File: src/rtl/fetch_ctrl.sv
// Chronos instruction-fetch sequencer: owns the PC, runs a one-outstanding
// inst_mem handshake and feeds IF/ID from a small {pc,inst} queue.
// Optional perf counters are built only when FETCH_PERF_CNT_EN is defined.
module fetch_ctrl #(
    parameter logic [31:0] RESET_PC  = 32'h0000_0000,
    parameter logic [31:0] NOP_INST  = 32'h0000_0013,
    parameter int unsigned BUF_DEPTH = 2
) (
    input  logic        clk,
    input  logic        rst,
    output logic [31:0] fetch_addr,
    output logic        fetch_req,
    input  logic        fetch_data_valid,
    input  logic [31:0] request_data,
    input  logic        stall,
    input  logic        redirect,
    input  logic [31:0] redirect_pc,
    output logic [31:0] ifid_inst,
    output logic [31:0] ifid_pc,
    output logic        ifid_valid,
    output logic        kill,
    output logic [31:0] perf_fetched,
    output logic [31:0] perf_stalls
);
    localparam int PTR_W = $clog2(BUF_DEPTH);
    localparam int CNT_W = PTR_W + 1;

    typedef enum logic [1:0] {S_IDLE, S_REQ, S_WAIT, S_FLUSH} state_e;
    typedef struct packed {
        logic [31:0] pc;
        logic [31:0] inst;
    } entry_t;

    state_e             state_q, state_d;
    logic [31:0]        pc_q, pc_d;
    logic [31:0]        tgt_q, tgt_d;
    logic [31:0]        last_pc_q, last_pc_d;
    logic [PTR_W-1:0]   rd_q, rd_d, wr_q, wr_d;
    logic [CNT_W-1:0]   cnt_q, cnt_d;
    entry_t             buf_q [BUF_DEPTH];
    logic               full, empty, push, pop;
    logic [31:0]        tgt_in;
    logic               unused_lsb;

    assign tgt_in     = {redirect_pc[31:2], 2'b00};
    assign unused_lsb = ^redirect_pc[1:0];
    assign full       = (cnt_q == CNT_W'(BUF_DEPTH));
    assign empty      = (cnt_q == '0);
    assign pop        = !empty && !stall && !redirect;

    // The PC only advances on an accepted response, so it doubles as the held request address.
    assign fetch_addr = pc_q;
    assign kill       = redirect && rst;

    always_comb begin
        state_d   = state_q;
        pc_d      = pc_q;
        tgt_d     = tgt_q;
        fetch_req = 1'b0;
        push      = 1'b0;
        case (state_q)
            S_IDLE: begin
                state_d = S_REQ;
                if (redirect) pc_d = tgt_in;
            end
            S_REQ: begin
                if (redirect) begin
                    pc_d = tgt_in;
                end else if (!full) begin
                    fetch_req = 1'b1;
                    state_d   = S_WAIT;
                end
            end
            S_WAIT: begin
                fetch_req = 1'b1;
                if (redirect) begin
                    if (fetch_data_valid) begin
                        pc_d    = tgt_in;
                        state_d = S_REQ;
                    end else begin
                        tgt_d   = tgt_in;
                        state_d = S_FLUSH;
                    end
                end else if (fetch_data_valid) begin
                    push    = 1'b1;
                    pc_d    = pc_q + 32'd4;
                    state_d = S_REQ;
                end
            end
            S_FLUSH: begin
                // Keep the stale request alive until inst_mem answers, then drop it.
                fetch_req = 1'b1;
                if (fetch_data_valid) begin
                    pc_d    = redirect ? tgt_in : tgt_q;
                    state_d = S_REQ;
                end else if (redirect) begin
                    tgt_d = tgt_in;
                end
            end
            default: state_d = S_IDLE;
        endcase
    end

    always_comb begin
        rd_d      = rd_q;
        wr_d      = wr_q;
        cnt_d     = cnt_q;
        last_pc_d = last_pc_q;
        if (redirect) begin
            rd_d  = '0;
            wr_d  = '0;
            cnt_d = '0;
        end else begin
            if (push) wr_d = wr_q + PTR_W'(1);
            if (pop) begin
                rd_d      = rd_q + PTR_W'(1);
                last_pc_d = buf_q[rd_q].pc;
            end
            cnt_d = cnt_q + CNT_W'(push) - CNT_W'(pop);
        end
    end

    always_ff @(posedge clk or negedge rst) begin
        if (!rst) begin
            state_q   <= S_IDLE;
            pc_q      <= RESET_PC;
            tgt_q     <= RESET_PC;
            last_pc_q <= RESET_PC;
            rd_q      <= '0;
            wr_q      <= '0;
            cnt_q     <= '0;
        end else begin
            state_q   <= state_d;
            pc_q      <= pc_d;
            tgt_q     <= tgt_d;
            last_pc_q <= last_pc_d;
            rd_q      <= rd_d;
            wr_q      <= wr_d;
            cnt_q     <= cnt_d;
        end
    end

    always_ff @(posedge clk) begin
        if (push) buf_q[wr_q] <= '{pc: pc_q, inst: request_data};
    end

    assign ifid_valid = !empty;
    assign ifid_inst  = empty ? NOP_INST  : buf_q[rd_q].inst;
    assign ifid_pc    = empty ? last_pc_q : buf_q[rd_q].pc;

`ifdef FETCH_PERF_CNT_EN
    logic [31:0] perf_fetched_q, perf_stalls_q;

    always_ff @(posedge clk or negedge rst) begin
        if (!rst) begin
            perf_fetched_q <= '0;
            perf_stalls_q  <= '0;
        end else begin
            if (push)           perf_fetched_q <= perf_fetched_q + 32'd1;
            if (stall && !empty) perf_stalls_q <= perf_stalls_q + 32'd1;
        end
    end

    assign perf_fetched = perf_fetched_q;
    assign perf_stalls  = perf_stalls_q;
`else
    assign perf_fetched = 32'h0;
    assign perf_stalls  = 32'h0;
`endif
endmodule

File: config.mk
export PLATFORM = sky130hd
export DESIGN_NAME = fetch_ctrl
export DESIGN_NICKNAME = d
export VERILOG_FILES = /design/src/rtl/fetch_ctrl.sv
export SDC_FILE = /design/constraint.sdc
export NUM_CORES = 1
export LEC_CHECK = 0
export CORE_ASPECT_RATIO = 0.9
export CORE_MARGIN = 2
export CORE_UTILIZATION = 55
export CTS_CLUSTER_DIAMETER = 80
export DETAILED_ROUTE_END_ITERATION = 6
export PLACE_DENSITY_LB_ADDON = 0.25
export SETUP_SLACK_MARGIN = 0.3
export SYNTH_ARGS = -nofsm -noshare
export SYNTH_HDL_FRONTEND = slang
export SYNTH_SLANG_ARGS = --single-unit
File: constraint.sdc
create_clock -name clk -period 6.8 [get_ports clk]
set_clock_uncertainty 0.05 [all_clocks]
set_input_delay 1.36 -clock clk [delete_from_list [all_inputs] [get_ports clk]]
set_output_delay 1.36 -clock clk [all_outputs]
set_load 0.05 [all_outputs]
==> impl_metrics.prom <==
# TYPE chip_impl_metric gauge
chip_impl_info{name="hold_path.startpoint",value="tgt_q[1]"} 1
chip_impl_metric{name="max_slew.worst_pin.slew",unit="ps"} 1173
chip_impl_metric{name="die_w",unit="um"} 150.0
chip_impl_info{name="cts_tree",value="yes"} 1
chip_impl_metric{name="timing.reg2reg.worst_path_depth",unit=""} 6
chip_impl_info{name="hp-class",value="reg2reg"} 1
chip_impl_metric{name="n_antenna_cell",unit=""} 0
chip_impl_info{name="criticalPathCategory",value="reg2out"} 1
chip_impl_metric{name="pre_antenna_drt_iters",unit=""} 5
chip_impl_metric{name="timing.max_cap.violations",unit=""} 0
chip_impl_info{name="cpLargestDelayFamily",value="buffers and inverters"} 1
chip_impl_metric{name="yosys_warnings",unit=""} 0
chip_impl_metric{name="core.rowCount",unit=""} 48
chip_impl_metric{name="setup_viol",unit=""} 0
chip_impl_info{name="start_kind",value="flop"} 1
chip_impl_metric{name="clockBufferDepth",unit=""} 3
chip_impl_info{name="crit_slowest_cell",value="sky130_fd_sc_hd__inv_2"} 1
chip_impl_metric{name="yosys_register_bits",unit=""} 230
chip_impl_metric{name="synthesis.instances",unit=""} 879
chip_impl_metric{name="initialDrtViolationCount",unit=""} 546
chip_impl_metric{name="io_buffer_count",unit=""} 165
chip_impl_metric{name="top_level_pins",unit=""} 232
chip_impl_metric{name="cts-resized-gates",unit=""} 0
chip_impl_metric{name="cts-hold-fix-buffers",unit=""} 0
chip_impl_metric{name="fillers",unit=""} 1442
chip_impl_info{name="timing.rr.end",value="fetch_addr[19]"} 1
chip_impl_metric{name="global_route.usage.total",unit="%"} 21.99
chip_impl_metric{name="tritoncts_num_sinks",unit=""} 230
chip_impl_metric{name="fin_tns_setup",unit="ps"} 0
chip_impl_metric{name="timing.max_slew.rel_slack",unit="%"} 21.80
chip_impl_metric{name="time_the_worst_path_needs_with_i_o_delays_and_setup",unit="ps"} 4675
chip_impl_metric{name="critPathMaxStageDelay",unit="ps"} 850
chip_impl_metric{name="vias",unit=""} 7131
chip_impl_metric{name="vdd_ir_drop_max",unit="V"} 0.0002790
chip_impl_metric{name="fin_total_pwr",unit="W"} 0.006015
chip_impl_metric{name="worstPathMaxFanout",unit=""} 68
chip_impl_info{name="result_of_the_run",value="completed"} 1
chip_impl_metric{name="power-per-cell-area",unit="mW/mm^2"} 465.2
chip_impl_metric{name="dpl_cell_area",unit="sq mm"} 0.01217
chip_impl_info{name="cts.root.buffer_cell",value="sky130_fd_sc_hd__clkbuf_16"} 1
chip_impl_metric{name="critical_path_depth",unit=""} 6
chip_impl_metric{name="layout-drive-gt1-share",unit="%"} 9.360
chip_impl_metric{name="largest_net_degree_at_the_start_of_global_routing",unit=""} 69
chip_impl_info{name="whs_endpoint",value="tgt_q[1]"} 1
chip_impl_metric{name="grt_pass1_vias",unit=""} 6691
chip_impl_metric{name="cts_inserted_buffers",unit=""} 24
chip_impl_metric{name="total_leakage_power",unit="nW"} 4.745
chip_impl_metric{name="reg2reg_slack",unit="ps"} 4340
chip_impl_metric{name="path_buf_inv",unit=""} 3
chip_impl_metric{name="nNetsFinal",unit=""} 1101
chip_impl_info{name="ys_dominant_reg_cell",value="sky130_fd_sc_hd__edfxtp_1"} 1
chip_impl_metric{name="antenna_left",unit=""} 0
chip_impl_metric{name="clock_insertion_delay_worst_skew",unit="ps"} 510
chip_impl_metric{name="critical_path_arrival",unit="ps"} 3260
chip_impl_metric{name="clkTransAtPathRegs",unit="ps"} 60
chip_impl_metric{name="ys_types",unit=""} 53
chip_impl_metric{name="final-hold-violation-count",unit=""} 0
chip_impl_metric{name="avgRoutedWirePerCell",unit="um"} 17.56
chip_impl_info{name="crit_path_end_kind",value="output port"} 1
chip_impl_metric{name="synthToLayoutAreaGrowth",unit="%"} 22.47
chip_impl_metric{name="seq_area_frac_synth",unit="%"} 60.58
chip_impl_metric{name="synth.avg_cell_area",unit="sq um"} 12.01
chip_impl_metric{name="drc_errors",unit=""} 0
chip_impl_metric{name="dp_worst_slack",unit="ps"} 2122
chip_impl_metric{name="cts.htree.levels",unit=""} 1
chip_impl_metric{name="totalWireLength",unit="um"} 22780
chip_impl_metric{name="finalHoldWorstSlack",unit="ps"} 442.8
chip_impl_metric{name="timing.final.crit_share",unit="%"} 68.75
chip_impl_metric{name="final_design_area_no_fill",unit="sq mm"} 0.01293
chip_impl_metric{name="place.gp.congestion",unit=""} 0.8752
chip_impl_metric{name="design.die.area",unit="sq mm"} 0.02032
chip_impl_metric{name="layout_setup_ws",unit="ps"} 2125
chip_impl_metric{name="detail_route.vias_per_cell",unit=""} 5.498
chip_impl_metric{name="initial_utilization",unit="%"} 55.63
chip_impl_info{name="crit-reg2reg-launch",value="state_q[1]"} 1
chip_impl_metric{name="timing_max_transition_violations_final",unit=""} 0
chip_impl_metric{name="cts_setup_buffers",unit=""} 0
chip_impl_metric{name="synth.cell_area",unit="sq mm"} 0.01056
chip_impl_metric{name="hpwl",unit="um"} 14310
chip_impl_info{name="critical_path.cell_chain",value="nor2_2 -> buf_4 -> inv_2 -> nor2_1 -> a21oi_1 -> clkdlybuf4s50_1"} 1
chip_impl_metric{name="global_route_wire_length_before_repair",unit="um"} 35240
chip_impl_metric{name="number_of_flops_mapped_to_enable_cells_by_yosys",unit=""} 128
chip_impl_metric{name="initial_antenna_violation_count",unit=""} 0
chip_impl_metric{name="worst_ep_required_time",unit="ps"} 5390
chip_impl_metric{name="die_height",unit="um"} 135.4
chip_impl_metric{name="globalRoute.totalOverflow",unit=""} 0
chip_impl_info{name="grt_setup_unrepaired",value="false"} 1
chip_impl_metric{name="maxClockFrequency",unit="MHz"} 213.9
chip_impl_metric{name="async_flop_share",unit="%"} 44.35
chip_impl_metric{name="core-area",unit="sq mm"} 0.01898
chip_impl_metric{name="hold_path_depth",unit=""} 1
-- where the power goes --
| group | internal [W] | total, W | switching (W) |
|---|---|---|---|
| registers | 0.00185 | 0.00226 | 0.000406 |
| clock network | 0.000745 | 0.00125 | 0.000503 |
| logic | 0.000873 | 0.00251 | 0.00164 |
-- routing by layer --
layer | GRT usage, % | part of all wire, % | vias up
li1 | - | - | 3362
met1 | 31.35 | 43 | 3453
met2 | 35.39 | 47 | 276
met3 | 4.040 | 7.7 | 40
met4 | 5.346 | 1.8 | 0
met5 | 0 | 0 | -
-- final cells by class --
type	count	area (sq um)	share of cell area, %
clock inverters	8	60.06	0.4645
inverters	11	41.29	0.3193
clock buffers	36	698.2	5.400
repair buffers	175	1724	13.33
flip-flops and latches	230	6400	49.50
well taps	250	312.8	2.419
multi-input cells	587	3694	28.57
-- logic make-up after synthesis --
| kind of cell | synth area share (%) |
|---|---|
| xor gates and xnor gates | 1.908 |
| other | 0.03552 |
| adders and majority gates | 0.3556 |
| muxes | 10.87 |
| buffers and inverters | 6.885 |
| AOI/OAI and AO/OA | 9.801 |
| and+or+nand+nor | 9.564 |
| DFF | 60.58 |
-- cells in the mapped netlist, drive strengths merged, types with 2 or more instances --
cell type	n	share of area [%]
nand2	22	0.81
clkbuf	29	1.0
nand4	13	0.91
a21o	2	0.14
nor3	7	0.33
and3	5	0.31
mux2i	73	6.9
o221ai	2	0.17
mux2	37	3.9
dfrtp	102	24
a22o	2	0.17
ha	3	0.36
a21oi	95	4.5
nor4	4	0.44
and2	8	0.47
nor2	123	4.4
xor2	16	1.3
or3	2	0.12
o22ai	32	1.9
edfxtp	128	36
nand3	14	0.71
o21ai	10	0.47
nor2b	7	0.41
a211oi	18	1.5
nand2b	3	0.18
a221oi	2	0.17
and4	4	0.34
inv	11	0.39
buf	85	5.5
o21a	2	0.14
xnor2	7	0.58
o31ai	2	0.14
-- per-stage QoR --
| stage | std cells | utilization, % |
|---|---|---|
| floorplan | 942 | - |
| global placement | 1253 | 64.13 |
| detailed placement | 1253 | 64.13 |
| CTS | 1297 | 68.13 |
| global route | 1297 | 68.13 |
| finish | 1297 | 68.13 |
-- state kept, by name, summed over array words and instances (netlist names) --
register,flops
tgt_q,32
last_pc_q,32
wr_q,1
cnt_q,2
fetch_addr,32
buf_q,128
state_q,2
rd_q,1
-- worst max-delay path by stage --
stage,startpoint,endpoint,slack (ps)
after floorplan,fetch_data_valid,buf_q[0][0],1900
after global placement,redirect,fetch_req,2130
after detailed placement,redirect,fetch_req,2120
after CTS,cnt_q[1],ifid_pc[11],2060
after global routing,cnt_q[1],ifid_pc[15],1920
final,cnt_q[1],ifid_pc[11],2130
-- cells in the final DEF, fill, tap and decap left out, types with 3 or more instances in the layout --
cell type and n:
sky130_fd_sc_hd__a211oi_1 13, sky130_fd_sc_hd__a211oi_2 5, sky130_fd_sc_hd__a21oi_1 95, sky130_fd_sc_hd__and2_1 8, sky130_fd_sc_hd__and3_1 4, sky130_fd_sc_hd__and4_1 3
sky130_fd_sc_hd__buf_4 11, sky130_fd_sc_hd__clkbuf_1 9, sky130_fd_sc_hd__clkbuf_16 26, sky130_fd_sc_hd__clkdlybuf4s50_1 164, sky130_fd_sc_hd__clkinv_1 4, sky130_fd_sc_hd__clkinv_2 3
sky130_fd_sc_hd__conb_1 64, sky130_fd_sc_hd__dfrtp_1 101, sky130_fd_sc_hd__edfxtp_1 128, sky130_fd_sc_hd__ha_1 3, sky130_fd_sc_hd__inv_1 10, sky130_fd_sc_hd__mux2_2 37
sky130_fd_sc_hd__mux2i_1 73, sky130_fd_sc_hd__nand2_1 21, sky130_fd_sc_hd__nand2b_1 3, sky130_fd_sc_hd__nand3_1 13, sky130_fd_sc_hd__nand4_1 12, sky130_fd_sc_hd__nor2_1 120
sky130_fd_sc_hd__nor2b_1 7, sky130_fd_sc_hd__nor3_1 6, sky130_fd_sc_hd__o21ai_0 9, sky130_fd_sc_hd__o22ai_1 32, sky130_fd_sc_hd__xnor2_1 7, sky130_fd_sc_hd__xor2_1 16
-- worst register-to-register path, cell delays in order (launching register included) --
cell and delay (ps):
sky130_fd_sc_hd__dfrtp_1 340, sky130_fd_sc_hd__buf_4 300, sky130_fd_sc_hd__nor2b_1 430, sky130_fd_sc_hd__nand2b_1 750, sky130_fd_sc_hd__o22ai_1 200, sky130_fd_sc_hd__a31oi_1 200
sky130_fd_sc_hd__o21a_1 140
Power figures use the tool's default switching activity.
